### src/rtl/dbg_bridge_if.sv
// dbg_bridge_if -- debug bridge bus bundle.
//   HALT  : CPU hold request from the bridge
//   BUSEN : bridge owns the bus this cycle
//   ADDR  : bus address
//   DO    : write data from the bridge
//   RW    : 1 = read, 0 = write
//   DI    : read data into the bridge (synchronous memory, one cycle after ADDR)
// master = bridge side, slave = memory/CPU side.
interface dbg_bridge_if;
  logic        HALT;
  logic        BUSEN;
  logic [15:0] ADDR;
  logic [7:0]  DO;
  logic        RW;
  logic [7:0]  DI;

  modport master (
    output HALT,
    output BUSEN,
    output ADDR,
    output DO,
    output RW,
    input  DI
  );

  modport slave (
    input  HALT,
    input  BUSEN,
    input  ADDR,
    input  DO,
    input  RW,
    output DI
  );
endinterface

### src/rtl/dbg_bridge.sv
// dbg_bridge -- serial (8N1) debug bridge that can halt the CPU and perform
// single read/write cycles on its bus.
//   CLK   : system clock
//   RESET : synchronous active-high reset
//   rxd   : serial command input, idle high
//   txd   : serial reply output, idle high
//   bus   : dbg_bridge_if.master (HALT, BUSEN, ADDR, DO, RW out; DI in)
// Commands: 'H' halt, 'G' go, 'W' hi lo data write, 'R' hi lo read,
// 'I' read at last address + 1. Replies 'K', read data, 'E' (not halted)
// or '?' (unknown command).
module dbg_bridge #(
  parameter int unsigned CLK_DIV      = 165,
  parameter int unsigned TIMEOUT_BITS = 20
) (
  input  logic         CLK,
  input  logic         RESET,
  input  logic         rxd,
  output logic         txd,
  dbg_bridge_if.master bus
);

  localparam int unsigned CW        = $clog2(CLK_DIV + 1);
  localparam logic [CW-1:0] DIV_LAST  = CW'(CLK_DIV - 1);
  localparam logic [CW-1:0] HALF_LAST = CW'(CLK_DIV / 2 - 1);

  localparam int unsigned TO_CYCLES = TIMEOUT_BITS * CLK_DIV;
  localparam int unsigned TO_W      = $clog2(TO_CYCLES + 1);
  localparam logic [TO_W-1:0] TO_LAST = TO_W'(TO_CYCLES - 1);

  localparam logic [7:0] CH_H = 8'h48;
  localparam logic [7:0] CH_G = 8'h47;
  localparam logic [7:0] CH_W = 8'h57;
  localparam logic [7:0] CH_R = 8'h52;
  localparam logic [7:0] CH_I = 8'h49;
  localparam logic [7:0] CH_K = 8'h4B;
  localparam logic [7:0] CH_E = 8'h45;
  localparam logic [7:0] CH_Q = 8'h3F;

  // Receiver states
  localparam logic [1:0] RX_IDLE  = 2'd0;
  localparam logic [1:0] RX_START = 2'd1;
  localparam logic [1:0] RX_DATA  = 2'd2;
  localparam logic [1:0] RX_STOP  = 2'd3;

  // Parser states
  localparam logic [2:0] P_IDLE    = 3'd0;
  localparam logic [2:0] P_ADDR_HI = 3'd1;
  localparam logic [2:0] P_ADDR_LO = 3'd2;
  localparam logic [2:0] P_DATA    = 3'd3;
  localparam logic [2:0] P_BUS     = 3'd4;
  localparam logic [2:0] P_REPLY   = 3'd5;

  // ---------------------------------------------------------------- receiver
  logic          rxd_s1_q, rxd_s2_q, rxd_prev_q;
  logic [1:0]    rx_state_q, rx_state_d;
  logic [CW-1:0] rx_cnt_q, rx_cnt_d;
  logic [2:0]    rx_bit_q, rx_bit_d;
  logic [7:0]    rx_sh_q, rx_sh_d;
  logic          rx_valid_q, rx_valid_d;

  always_comb begin
    rx_state_d = rx_state_q;
    rx_cnt_d   = rx_cnt_q;
    rx_bit_d   = rx_bit_q;
    rx_sh_d    = rx_sh_q;
    rx_valid_d = 1'b0;
    case (rx_state_q)
      RX_IDLE: begin
        if (rxd_prev_q && !rxd_s2_q) begin
          rx_state_d = RX_START;
          rx_cnt_d   = '0;
        end
      end
      RX_START: begin
        if (rx_cnt_q == HALF_LAST) begin
          rx_cnt_d   = '0;
          rx_bit_d   = '0;
          // glitch: line back high at mid-start, not a real start bit
          rx_state_d = rxd_s2_q ? RX_IDLE : RX_DATA;
        end else begin
          rx_cnt_d = rx_cnt_q + 1'b1;
        end
      end
      RX_DATA: begin
        if (rx_cnt_q == DIV_LAST) begin
          rx_cnt_d = '0;
          rx_sh_d  = {rxd_s2_q, rx_sh_q[7:1]};
          if (rx_bit_q == 3'd7) rx_state_d = RX_STOP;
          else                  rx_bit_d   = rx_bit_q + 1'b1;
        end else begin
          rx_cnt_d = rx_cnt_q + 1'b1;
        end
      end
      RX_STOP: begin
        if (rx_cnt_q == DIV_LAST) begin
          rx_cnt_d   = '0;
          rx_state_d = RX_IDLE;
          rx_valid_d = rxd_s2_q;   // framing error: byte silently dropped
        end else begin
          rx_cnt_d = rx_cnt_q + 1'b1;
        end
      end
      default: rx_state_d = RX_IDLE;
    endcase
  end

  always_ff @(posedge CLK) begin
    if (RESET) begin
      rxd_s1_q   <= 1'b1;
      rxd_s2_q   <= 1'b1;
      rxd_prev_q <= 1'b1;
      rx_state_q <= RX_IDLE;
      rx_cnt_q   <= '0;
      rx_bit_q   <= '0;
      rx_sh_q    <= '0;
      rx_valid_q <= 1'b0;
    end else begin
      rxd_s1_q   <= rxd;
      rxd_s2_q   <= rxd_s1_q;
      rxd_prev_q <= rxd_s2_q;
      rx_state_q <= rx_state_d;
      rx_cnt_q   <= rx_cnt_d;
      rx_bit_q   <= rx_bit_d;
      rx_sh_q    <= rx_sh_d;
      rx_valid_q <= rx_valid_d;
    end
  end

  // ------------------------------------------------------ single-byte buffer
  logic       buf_valid_q, buf_valid_d;
  logic [7:0] buf_q, buf_d;
  logic       byte_take;

  always_comb begin
    buf_valid_d = buf_valid_q && !byte_take;
    buf_d       = buf_q;
    // a byte arriving while the buffer stays full is dropped
    if (rx_valid_q && (!buf_valid_q || byte_take)) begin
      buf_valid_d = 1'b1;
      buf_d       = rx_sh_q;
    end
  end

  always_ff @(posedge CLK) begin
    if (RESET) begin
      buf_valid_q <= 1'b0;
      buf_q       <= '0;
    end else begin
      buf_valid_q <= buf_valid_d;
      buf_q       <= buf_d;
    end
  end

  // ------------------------------------------------------------- transmitter
  logic          tx_go_q, tx_go_d;
  logic [7:0]    tx_data_q, tx_data_d;
  logic          tx_busy_q, tx_busy_d;
  logic [9:0]    tx_sh_q, tx_sh_d;
  logic [CW-1:0] tx_cnt_q, tx_cnt_d;
  logic [3:0]    tx_bit_q, tx_bit_d;

  always_comb begin
    tx_busy_d = tx_busy_q;
    tx_sh_d   = tx_sh_q;
    tx_cnt_d  = tx_cnt_q;
    tx_bit_d  = tx_bit_q;
    if (!tx_busy_q) begin
      if (tx_go_q) begin
        tx_busy_d = 1'b1;
        tx_sh_d   = {1'b1, tx_data_q, 1'b0};
        tx_cnt_d  = '0;
        tx_bit_d  = '0;
      end
    end else if (tx_cnt_q == DIV_LAST) begin
      tx_cnt_d = '0;
      tx_sh_d  = {1'b1, tx_sh_q[9:1]};
      if (tx_bit_q == 4'd9) tx_busy_d = 1'b0;
      else                  tx_bit_d  = tx_bit_q + 1'b1;
    end else begin
      tx_cnt_d = tx_cnt_q + 1'b1;
    end
  end

  always_ff @(posedge CLK) begin
    if (RESET) begin
      tx_busy_q <= 1'b0;
      tx_sh_q   <= '1;
      tx_cnt_q  <= '0;
      tx_bit_q  <= '0;
    end else begin
      tx_busy_q <= tx_busy_d;
      tx_sh_q   <= tx_sh_d;
      tx_cnt_q  <= tx_cnt_d;
      tx_bit_q  <= tx_bit_d;
    end
  end

  assign txd = tx_busy_q ? tx_sh_q[0] : 1'b1;

  // ------------------------------------------------------------------ parser
  logic [2:0]      p_state_q, p_state_d;
  logic [7:0]      cmd_q, cmd_d;
  logic [7:0]      addr_hi_q, addr_hi_d;
  logic [7:0]      addr_lo_q, addr_lo_d;
  logic            halt_q, halt_d;
  logic            busen_q, busen_d;
  logic            rw_q, rw_d;
  logic [15:0]     addr_q, addr_d;
  logic [7:0]      do_q, do_d;
  logic            bus_cnt_q, bus_cnt_d;
  logic [TO_W-1:0] to_cnt_q, to_cnt_d;

  logic            do_reply, do_read, do_write;
  logic [7:0]      reply_byte;
  logic [15:0]     read_addr;

  assign byte_take = buf_valid_q &&
                     ((p_state_q == P_IDLE)    || (p_state_q == P_ADDR_HI) ||
                      (p_state_q == P_ADDR_LO) || (p_state_q == P_DATA));

  always_comb begin
    p_state_d  = p_state_q;
    cmd_d      = cmd_q;
    addr_hi_d  = addr_hi_q;
    addr_lo_d  = addr_lo_q;
    halt_d     = halt_q;
    busen_d    = busen_q;
    rw_d       = rw_q;
    addr_d     = addr_q;
    do_d       = do_q;
    bus_cnt_d  = bus_cnt_q;
    to_cnt_d   = '0;
    tx_go_d    = 1'b0;
    tx_data_d  = tx_data_q;
    do_reply   = 1'b0;
    do_read    = 1'b0;
    do_write   = 1'b0;
    reply_byte = CH_K;
    read_addr  = addr_q;

    // partial commands time out after a silent gap
    if ((p_state_q == P_ADDR_HI || p_state_q == P_ADDR_LO ||
         p_state_q == P_DATA) && !byte_take) begin
      if (to_cnt_q == TO_LAST) p_state_d = P_IDLE;
      else                     to_cnt_d  = to_cnt_q + 1'b1;
    end

    case (p_state_q)
      P_IDLE: begin
        if (byte_take) begin
          case (buf_q)
            CH_H: begin halt_d = 1'b1; do_reply = 1'b1; end
            CH_G: begin halt_d = 1'b0; do_reply = 1'b1; end
            CH_W, CH_R: begin
              cmd_d     = buf_q;
              p_state_d = P_ADDR_HI;
            end
            CH_I: begin
              if (halt_q) begin
                do_read   = 1'b1;
                read_addr = addr_q + 16'd1;
              end else begin
                do_reply   = 1'b1;
                reply_byte = CH_E;
              end
            end
            default: begin do_reply = 1'b1; reply_byte = CH_Q; end
          endcase
        end
      end
      P_ADDR_HI: begin
        if (byte_take) begin
          addr_hi_d = buf_q;
          p_state_d = P_ADDR_LO;
        end
      end
      P_ADDR_LO: begin
        if (byte_take) begin
          addr_lo_d = buf_q;
          if (cmd_q == CH_W) begin
            p_state_d = P_DATA;
          end else if (halt_q) begin
            do_read   = 1'b1;
            read_addr = {addr_hi_q, buf_q};
          end else begin
            do_reply   = 1'b1;
            reply_byte = CH_E;
          end
        end
      end
      P_DATA: begin
        if (byte_take) begin
          if (halt_q) begin
            do_write = 1'b1;
          end else begin
            do_reply   = 1'b1;
            reply_byte = CH_E;
          end
        end
      end
      P_BUS: begin
        if (!rw_q) begin
          busen_d  = 1'b0;
          rw_d     = 1'b1;
          do_reply = 1'b1;
        end else if (!bus_cnt_q) begin
          bus_cnt_d = 1'b1;
        end else begin
          // DI now reflects the address presented one cycle earlier
          busen_d    = 1'b0;
          do_reply   = 1'b1;
          reply_byte = bus.DI;
        end
      end
      P_REPLY: begin
        if (!tx_go_q && !tx_busy_q) p_state_d = P_IDLE;
      end
      default: p_state_d = P_IDLE;
    endcase

    if (do_reply) begin
      tx_go_d   = 1'b1;
      tx_data_d = reply_byte;
      p_state_d = P_REPLY;
    end
    if (do_read) begin
      busen_d   = 1'b1;
      rw_d      = 1'b1;
      addr_d    = read_addr;
      bus_cnt_d = 1'b0;
      p_state_d = P_BUS;
    end
    if (do_write) begin
      busen_d   = 1'b1;
      rw_d      = 1'b0;
      addr_d    = {addr_hi_q, addr_lo_q};
      do_d      = buf_q;
      p_state_d = P_BUS;
    end
  end

  always_ff @(posedge CLK) begin
    if (RESET) begin
      p_state_q <= P_IDLE;
      cmd_q     <= '0;
      addr_hi_q <= '0;
      addr_lo_q <= '0;
      halt_q    <= 1'b0;
      busen_q   <= 1'b0;
      rw_q      <= 1'b1;
      addr_q    <= '0;
      do_q      <= '0;
      bus_cnt_q <= 1'b0;
      to_cnt_q  <= '0;
      tx_go_q   <= 1'b0;
      tx_data_q <= '0;
    end else begin
      p_state_q <= p_state_d;
      cmd_q     <= cmd_d;
      addr_hi_q <= addr_hi_d;
      addr_lo_q <= addr_lo_d;
      halt_q    <= halt_d;
      busen_q   <= busen_d;
      rw_q      <= rw_d;
      addr_q    <= addr_d;
      do_q      <= do_d;
      bus_cnt_q <= bus_cnt_d;
      to_cnt_q  <= to_cnt_d;
      tx_go_q   <= tx_go_d;
      tx_data_q <= tx_data_d;
    end
  end

  assign bus.HALT  = halt_q;
  assign bus.BUSEN = busen_q;
  assign bus.RW    = rw_q;
  assign bus.ADDR  = addr_q;
  assign bus.DO    = do_q;

endmodule

### src/flat_wrapper.sv
// flat-port wrapper written by rule: the top's interface ports become plain ports
module dbg_bridge_flat 
#(
  parameter int unsigned CLK_DIV      = 165,
  parameter int unsigned TIMEOUT_BITS = 20
)
  (CLK, RESET, rxd, txd, bus_HALT, bus_BUSEN, bus_ADDR, bus_DO, bus_RW, bus_DI);
  dbg_bridge_if bus_i ();
  input  logic CLK;
  input  logic RESET;
  input  logic rxd;
  output logic txd;
  output wire logic [$bits(bus_i.HALT)-1:0] bus_HALT;
  output wire logic [$bits(bus_i.BUSEN)-1:0] bus_BUSEN;
  output wire logic [$bits(bus_i.ADDR)-1:0] bus_ADDR;
  output wire logic [$bits(bus_i.DO)-1:0] bus_DO;
  output wire logic [$bits(bus_i.RW)-1:0] bus_RW;
  input wire logic [$bits(bus_i.DI)-1:0] bus_DI;
  assign bus_HALT = bus_i.HALT;
  assign bus_BUSEN = bus_i.BUSEN;
  assign bus_ADDR = bus_i.ADDR;
  assign bus_DO = bus_i.DO;
  assign bus_RW = bus_i.RW;
  assign bus_i.DI = bus_DI;
  dbg_bridge #(.CLK_DIV(CLK_DIV), .TIMEOUT_BITS(TIMEOUT_BITS)) u_core (.CLK(CLK), .RESET(RESET), .rxd(rxd), .txd(txd), .bus(bus_i));
endmodule
### config.mk
export PLATFORM = sky130hd
export DESIGN_NAME = dbg_bridge_flat
export DESIGN_NICKNAME = d
export VERILOG_FILES = /design/src/rtl/dbg_bridge_if.sv /design/src/rtl/dbg_bridge.sv /design/src/flat_wrapper.sv
export SDC_FILE = /design/constraint.sdc
export NUM_CORES = 1
export LEC_CHECK = 0
export ABC_AREA = 1
export BUFFER_PORTS_ARGS = -buffer_cell sky130_fd_sc_hd__buf_2
export CAP_MARGIN = 20
export CORE_MARGIN = 3
export CORE_UTILIZATION = 30
export DETAILED_ROUTE_END_ITERATION = 12
export PLACE_DENSITY = 0.49
export SLEW_MARGIN = 5
export SYNTH_ARGS = -nofsm -noshare
export SYNTH_HDL_FRONTEND = slang
export SYNTH_SLANG_ARGS = --single-unit
### constraint.sdc
create_clock -name CLK -period 1.6 [get_ports CLK]
set_input_delay 0.24 -clock CLK [delete_from_list [all_inputs] [get_ports CLK]]
set_output_delay 0.24 -clock CLK [all_outputs]
set_load 0.02 [all_outputs]
==> results list, run 1 <==
- The run finished with clean final reports.
- Global routing finished with a remaining overflow of 0.
* Leak pwr: 3.65 nW
* Power Dens Cells: 900 nW/um^2
* Internal portion of total power: 5.78 mW
- In this run, the clock network consumes 51.8% of the power.
- The worst hold path passes through 2 cells.
* Kind of launch point of the worst setup path: flop
- When the netlist entered floorplanning its net count stood at 947.
* CTS tree: built
- Summed over all layers, the routed wires come to 16000 um.
* Crit path required time: 1910 ps
- Commonest cells after routing, fill and taps aside: 176 x sky130_fd_sc_hd__nand2_1, 118 x sky130_fd_sc_hd__dfxtp_1, 104 x sky130_fd_sc_hd__inv_1, 101 x sky130_fd_sc_hd__nor2_1, 82 x sky130_fd_sc_hd__a21oi_1
- Dpl cells: 1272
- The worst path uses 96.9% of the clock period.
- The worst register-to-register path ends at u_core.p_state_q[2]$_SDFF_PP0_.
- Total net switching power: 1.58 mW
- Total number of placement rows: 52
- Total number of vias: 6002
- Routability-driven placement finished with a final weighted congestion of 0.860.
- Across every metal layer, demand over resource in global routing totals 13.8%.
- R2r worst-path depth: 9
- After synthesis the netlist holds a flip-flop and latch count of 132.
- Final ANT Viol Nets: 0
- Die area: 23100 sq um
* Largest net degree at the start of global routing: 46
* Count of endpoints failing hold in the final timing report: 0
- For hold timing, the worst endpoint is u_core.rxd_s1_q$_SDFF_PP1_.
- Before antenna repair, the detailed router went through 4 iterations.
- In this run the vertical extent of the chip is 152 um.
- Share of final-layout standard cells stronger than drive strength 1: 22.2%
- DRC violation total after the first TritonRoute iteration: 280
- The routed design could run at a clock period as short as 1550 ps.
- The tightest min-delay check is of the in -> reg type.
- Via-per-instance ratio: 4.58
- Number of buffers created by CTS: 17
- Clock-pin slew was measured on the worst setup and hold paths at 60 ps.
* Port Buffer Count: 38
- Number of remaining DRC errors: 0
- H-tree depth reported by CTS: 4
- Comb pwr share: 3.2%
- Hold buffer count at CTS: 0
- Max-cap violations in this run came to 0.
* Peak fanout along the critical path: 14
- Based on the critical path, the design can be clocked at up to 0.645 GHz.
- The design draws 7.36 mW.
* Syn. warnings: 0
- Counting every instance in the synthesized netlist gives 925.
- Hold timing on the final database bottoms out at a slack of 47.0 ps.
- Once layout is complete, the cells apart from fillers number 1311.
- Average cell area after synthesis: 6.92 sq um
- Leading cell type in the layout, fill and taps excluded: sky130_fd_sc_hd__nand2_1
- Drt wl/cell: 12.2 um
- Initial Util: 31.0%
- Clock tree synthesis selected as its root buffer the cell sky130_fd_sc_hd__clkbuf_16.
- The initial antenna violation count was 0.
* Final HPWL from detailed placement: 11400 um
* Die width: 152 um
* Signed area change from the synthesized netlist to the final layout: 27.8%
* Hold Path Origin: rxd
- Number of ports placed on the die boundary: 39
- At the later pin of the worst-skew pair, clock insertion delay measures 420 ps.
* Switching part of the total: 21.5%
- The netlist uses 42 different library cells.
- The count of final max-slew check failures came to 0.
* Reg2Reg Setup Slack: 50 ps
- First-pass GRT wire length: 26500 um
- Setup Viol. Count Final: 0
- Headroom to the max-slew limit came out at 72.7%.
- Between clock sinks in the finished design, the worst skew comes to 8.66 ps.
- Sequential power share: 45.0%
- Worst reg2reg path startpoint: u_core.p_state_q[2]$_SDFF_PP0_
* ANT cells: 0
- For the pin with the worst max-slew slack, the measured transition is 409 ps.
* Clock buffer depth: 2
- TritonCTS Sinks: 132
- Sequential elements use 41.3% of the synthesized area.
- IR analysis of the VDD net gives a maximum drop of 0.480 mV.
- For this run, the post-layout net count is 1051.
- Data arrival time of the worst path: 1860 ps
* Synthesized area: 6400 sq um
- STA classifies the critical path endpoint as a flop.
- The total area inside the core boundary comes to 20600 sq um.
* Worst setup path class: reg -> reg
- RSZ-0062 raised after global routing: true
* Vias in the first global route: 5432
==> timing repair <==
action,in CTS,in global routing
cloned,1,1
setup endpoints to repair,7,54
gates resized for setup,6,62
pin swaps,1,18
buffers inserted,0,6
==> logic make-up (layout without fill, tap and decap cells) <==
family / Yosys count / in the layout / synth area share [%]
xor gates and xnor gates: 8 / 8 / 1.10
adders and majority gates: 11 / 11 / 2.15
muxes: 1 / 1 / 0.156
DFF: 132 / 132 / 41.3
and+or+nand+nor: 423 / 424 / 29.0
buffers and inverters: 152 / 267 / 9.64
AOI/OAI and AO/OA: 198 / 198 / 16.6
==> stage by stage <==
| step | utilization, % | setup WS [ps] | instance area (sq um) | TNS (ps) |
|---|---|---|---|---|
| 2_1_floorplan | - | 50.9 | 6400 | 0 |
| 3_3_place_gp | 35.7 | -130 | 7370 | -133 |
| 3_5_place_dp | 35.7 | -157 | 7370 | -161 |
| 4_1_cts | 38.6 | 8.21 | 7960 | 0 |
| 5_1_grt | 39.7 | -38.1 | 8180 | -227 |
| 6_report | 39.7 | 50.3 | 8180 | 0 |
==> final cells by class <==
| type | count | area, sq um |
|---|---|---|
| clock inverters | 9 | 104 |
| flip-flops and latches | 132 | 2660 |
| fillers | 2148 | 12400 |
| well taps | 270 | 338 |
| multi-input cells | 642 | 3270 |
| clock buffers | 22 | 474 |
| inverters | 121 | 459 |
| repair buffers | 115 | 872 |
==> registers in the layout, indices dropped and copies added, names as in the netlist, 3 cells and up, named ones only <==
signal	flops
u_core.addr_hi_q	8
u_core.addr_lo_q	8
u_core.buf_q	8
u_core.bus.ADDR	16
u_core.bus.DO	8
u_core.cmd_q	8
u_core.p_state_q	3
u_core.rx_bit_q	3
u_core.rx_cnt_q	8
u_core.rx_sh_q	8
u_core.to_cnt_q	12
u_core.tx_bit_q	4
u_core.tx_cnt_q	8
u_core.tx_data_q	8
u_core.tx_sh_q	9
==> how the worst max path moves through the flow <==
| stage | cells after the start | slack (ps) | from | to |
|---|---|---|---|---|
| 6_report | 9 | 50 | u_core.p_state_q[2]$_SDFF_PP0_ | u_core.p_state_q[2]$_SDFF_PP0_ |
| 5_1_grt | 9 | -40 | u_core.p_state_q[2]$_SDFF_PP0_ | u_core.bus.ADDR[6]$_SDFFE_PP0P_ |
| 4_1_cts | 8 | 8 | u_core.rx_bit_q[0]$_SDFFE_PP0P_ | u_core.rx_bit_q[1]$_SDFFE_PP0P_ |
| 3_5_place_dp | 8 | -160 | u_core.p_state_q[1]$_SDFF_PP0_ | u_core.p_state_q[2]$_SDFF_PP0_ |
| 3_3_place_gp | 8 | -130 | u_core.p_state_q[1]$_SDFF_PP0_ | u_core.p_state_q[2]$_SDFF_PP0_ |
| 2_1_floorplan | 8 | 50 | u_core.bus.ADDR[0]$_SDFFE_PP0P_ | u_core.bus.ADDR[12]$_SDFFE_PP0P_ |
==> synth_stat cells (all sizes together) <==
cell type,n,share of area [%]
o211a,2,0.31
buf,15,1.6
mux2i,1,0.16
o21a,3,0.35
o2111ai,1,0.14
or2,9,0.88
o211ai,10,1.3
o311ai,1,0.14
nand3,72,5.9
a21oi,82,6.4
inv,121,7.1
nor2,118,7.6
a31oi,2,0.20
and3,1,0.098
xnor2,1,0.14
a211oi,1,0.12
nand2,192,12
nand4,15,1.5
xor2,7,0.96
o21bai,2,0.23
nor4,1,0.098
ha,11,2.2
clkbuf,16,0.94
nand3b,3,0.35
o22ai,1,0.098
a221oi,1,0.14
nor3b,1,0.12
dfxtp,132,41
nor3,11,0.94
o21ai,92,7.3
==> critical path: stages, from the launching register on <==
cell and delay [ps]:
sky130_fd_sc_hd__dfxtp_2 340, sky130_fd_sc_hd__inv_2 90, sky130_fd_sc_hd__nand3_2 160, sky130_fd_sc_hd__inv_2 130
sky130_fd_sc_hd__nand2_1 80, sky130_fd_sc_hd__nand3_2 130, sky130_fd_sc_hd__nand2_8 110, sky130_fd_sc_hd__buf_4 160
sky130_fd_sc_hd__o21ai_2 170, sky130_fd_sc_hd__nand2_1 80
==> routing by layer <==
metal / global-route usage (%) / vias up / part of all wire (%)
li1: - / 3230 / -
met1: 19.5 / 2666 / 52
met3: 2.79 / 16 / 2.8
met4: 5.14 / 0 / 1.4
met2: 20.7 / 90 / 44
met5: 0 / - / 0
==> power groups by stage <==
stage / clock network, mW / logic [mW] / registers [mW]
3_3_place_gp: 0 / 0.223 / 3.39
5_1_grt: 4.07 / 0.274 / 3.31
6_report: 3.81 / 0.238 / 3.31
3_5_place_dp: 0 / 0.221 / 3.38
4_1_cts: 3.92 / 0.223 / 3.31
2_1_floorplan: 0 / 0.140 / 3.38
(Power assumes the default switching activity.)
==> run 2: changes to the inputs <==
--- a/config.mk
+++ b/config.mk
@@ -11,6 +11,7 @@
 export CORE_MARGIN = 3
 export CORE_UTILIZATION = 30
 export DETAILED_ROUTE_END_ITERATION = 12
+export MAX_ROUTING_LAYER = met4
 export PLACE_DENSITY = 0.49
 export SLEW_MARGIN = 5
 export SYNTH_ARGS = -nofsm -noshare
==> run 2 against run 1 <==
Count of clock-buffer cells in the layout unchanged; non-clock buffer count increased by 2; setup slack better by 30 ps; clock power hardly changed; first-iteration DRC count increased by 1.8%; clock skew shrank 3.1 ps; via count fell by 0.13%; critical endpoint is now u_core.bus.ADDR[8]$_SDFFE_PP0P_; global-route usage increased by 0.42 points; total power barely moved; highest routed layer unchanged.
==> results list, run 2 (same netlist as run 1, synthesis figures left out) <==
- Status: finished clean
- Clock latency on the worst-skew pair, taken at its later pin, is 420 ps.
* Worst Tran Pin Value: 419 ps
* First-pass GRT wire length: 26600 um
- Global placer's final weighted congestion: 0.873
* ANT cells: 0
* Initial DRT Pass Iterations: 5
* Area after DPL: 7370 sq um
- Number of ports placed on the die boundary: 39
* Leak pwr: 3.66 nW
- For this design, the CTS-stage hold fixing added 0 buffers.
- The number of global-route vias before repair came to 5426.
* Clock period minus final worst setup slack: 1520 ps
- Maximum clock rate: 0.658 GHz
* Worst hold margin: 43.5 ps
* Setup Viol. Count Final: 0
* Clock buffer depth: 2
* Accumulated negative setup slack: 0 ps
- Using the TritonRoute via totals, the vias-per-cell ratio works out to 4.57.
- Placeable core region: 20600 sq um
- H-tree depth reported by CTS: 4
- Final net count: 1053
- Power Dens Cells: 900 nW/um^2
* Antenna violations before repair: 0
* RSZ-0062 raised after global routing: true
- The worst setup path is captured at a flop.
* Post-route design area: 8180 sq um
* Maxcap violations: 0
- Final cycle utilization of the critical path: 95.0%
* Peak fanout along the critical path: 8
- The min-delay analysis places its worst path in the category in -> reg.
- Data arrival time of the worst path: 1880 ps
- Final HPWL from detailed placement: 11400 um
- CTS tree: built
* R2r worst-path depth: 11
- In this run, the number of DRC markers left after iteration 0 of detailed routing was 285.
* Setup skew after layout: 5.53 ps
* Port Buffer Count: 38
* Peak supply drop: 0.485 mV
- Leading cell type in the layout, fill and taps excluded: sky130_fd_sc_hd__nand2_1
* Total number of vias: 5994
* CTS clock-pin slew for the worst setup and hold paths: 60 ps
- Vertical die dimension: 152 um
- Total gr overflow: 0
- Commonest cells after routing, fill and taps aside: 180 x sky130_fd_sc_hd__nand2_1, 118 x sky130_fd_sc_hd__dfxtp_1, 104 x sky130_fd_sc_hd__inv_1, 99 x sky130_fd_sc_hd__nor2_1, 82 x sky130_fd_sc_hd__a21oi_1
- After detailed routing, the number of remaining DRC violations is 0.
- The tree is rooted in a sky130_fd_sc_hd__clkbuf_16.
- The initialized floorplan defines 52 standard-cell rows.
- The initial utilization of the core area, before any placement, comes to 31.0%.
* Sum of routed wire length over all layers: 16000 um
- Headroom to the max-slew limit came out at 72.0%.
- The count of nets left with antenna violations once routing finished came out at 0.
- Relative to the synthesized area, the layout overhead comes to 27.9%.
* Kind of launch point of the worst setup path: flop
- Entering global routing, the biggest net connects 46 pins.
- Post-route total power: 7.36 mW
- Worst setup path class: reg -> reg
* All-Layer GR Usage: 14.2%
- The clock net in this run drives a total of 132 sinks.
* Hold Path Depth: 2
- For the worst setup path, the data required time is 1960 ps.
- The register with the most flip-flops in the layout has 16 of them.
* Max-slew violation count: 0
- Clock tree synthesis inserted a total of 17 buffers.
- Measured on the finished design, the core utilization comes to 39.7%.
- The die covers 23100 sq um.
- The number of hold violations in the final report is 0.
* Die width: 152 um
- Share of final-layout standard cells stronger than drive strength 1: 22.1%
- In the final routed layout, each cell accounts on average for 12.2 um.
==> run 2: cell types whose count changed in the layout (fill, tap and decap cells not counted), sizes merged <==
| cell | change |
|---|---|
| buf | +2 |
==> run 2: cell type report <==
class | instances | area (sq um)
tap | 270 | 338
sequential | 132 | 2660
fill | 2144 | 12400
multi-input combinational | 642 | 3260
clock buffer | 22 | 474
inverter | 121 | 459
timing repair buffer | 117 | 883
clock inverter | 9 | 104
==> run 2: final timing paths <==
| kind | startpoint | to | slack [ps] |
|---|---|---|---|
| worst min-delay path | rxd | u_core.rxd_s1_q$_SDFF_PP1_ | 40 |
| worst min register to register | u_core.rxd_s1_q$_SDFF_PP1_ | u_core.rxd_s2_q$_SDFF_PP1_ | 410 |
| worst max-delay path | u_core.p_state_q[2]$_SDFF_PP0_ | u_core.bus.ADDR[8]$_SDFFE_PP0P_ | 80 |
| worst max register to register | u_core.p_state_q[2]$_SDFF_PP0_ | u_core.bus.ADDR[8]$_SDFFE_PP0P_ | 80 |
==> run 2: worst max-delay path, cell delays in order, from the launching register on <==
cell	delay, ps
sky130_fd_sc_hd__dfxtp_2	330
sky130_fd_sc_hd__buf_4	140
sky130_fd_sc_hd__nor2_4	100
sky130_fd_sc_hd__nand2_2	90
sky130_fd_sc_hd__nor2_4	190
sky130_fd_sc_hd__buf_12	150
sky130_fd_sc_hd__nor2_4	60
sky130_fd_sc_hd__inv_4	80
sky130_fd_sc_hd__nand2_1	90
sky130_fd_sc_hd__o21ai_1	80
sky130_fd_sc_hd__nor2_1	50
sky130_fd_sc_hd__nor2_1	80
==> run 2: where the power goes <==
group / total, mW / internal (mW) / switching [mW] / leakage [nW]
logic: 0.238 / 0.0820 / 0.156 / 2.31
clock network: 3.81 / 2.40 / 1.42 / 0.282
registers: 3.31 / 3.30 / 0.0119 / 1.07
total: 7.36 / 5.78 / 1.59 / 3.66
==> run 2: per-layer routing <==
layer | global-route usage, % | up-vias | wire, um
met5 | - | - | 0
met4 | 5.14 | 0 | 197
met3 | 2.79 | 17 | 423
met2 | 20.7 | 85 | 7010
met1 | 19.5 | 2654 | 8410
li1 | - | 3238 | -
==> run 2: what timing repair did <==
| action | in CTS | in global routing |
|---|---|---|
| resized for setup | 6 | 60 |
| setup endpoints to repair | 7 | 54 |
| pin swaps | 1 | 17 |
| gates cloned | 1 | 1 |
| endpoints found under the hold margin | 0 | 0 |
| setup buffers | 0 | 8 |
==> run 2: through the flow <==
| stage | std cells | setup slack, ps |
|---|---|---|
| 6_report | 1313 | 79.9 |
| 5_1_grt | 1313 | -28.9 |
| 4_1_cts | 1304 | 8.21 |
| 3_5_place_dp | 1272 | -157 |
| 3_3_place_gp | 1272 | -130 |
| 2_1_floorplan | 925 | 50.9 |
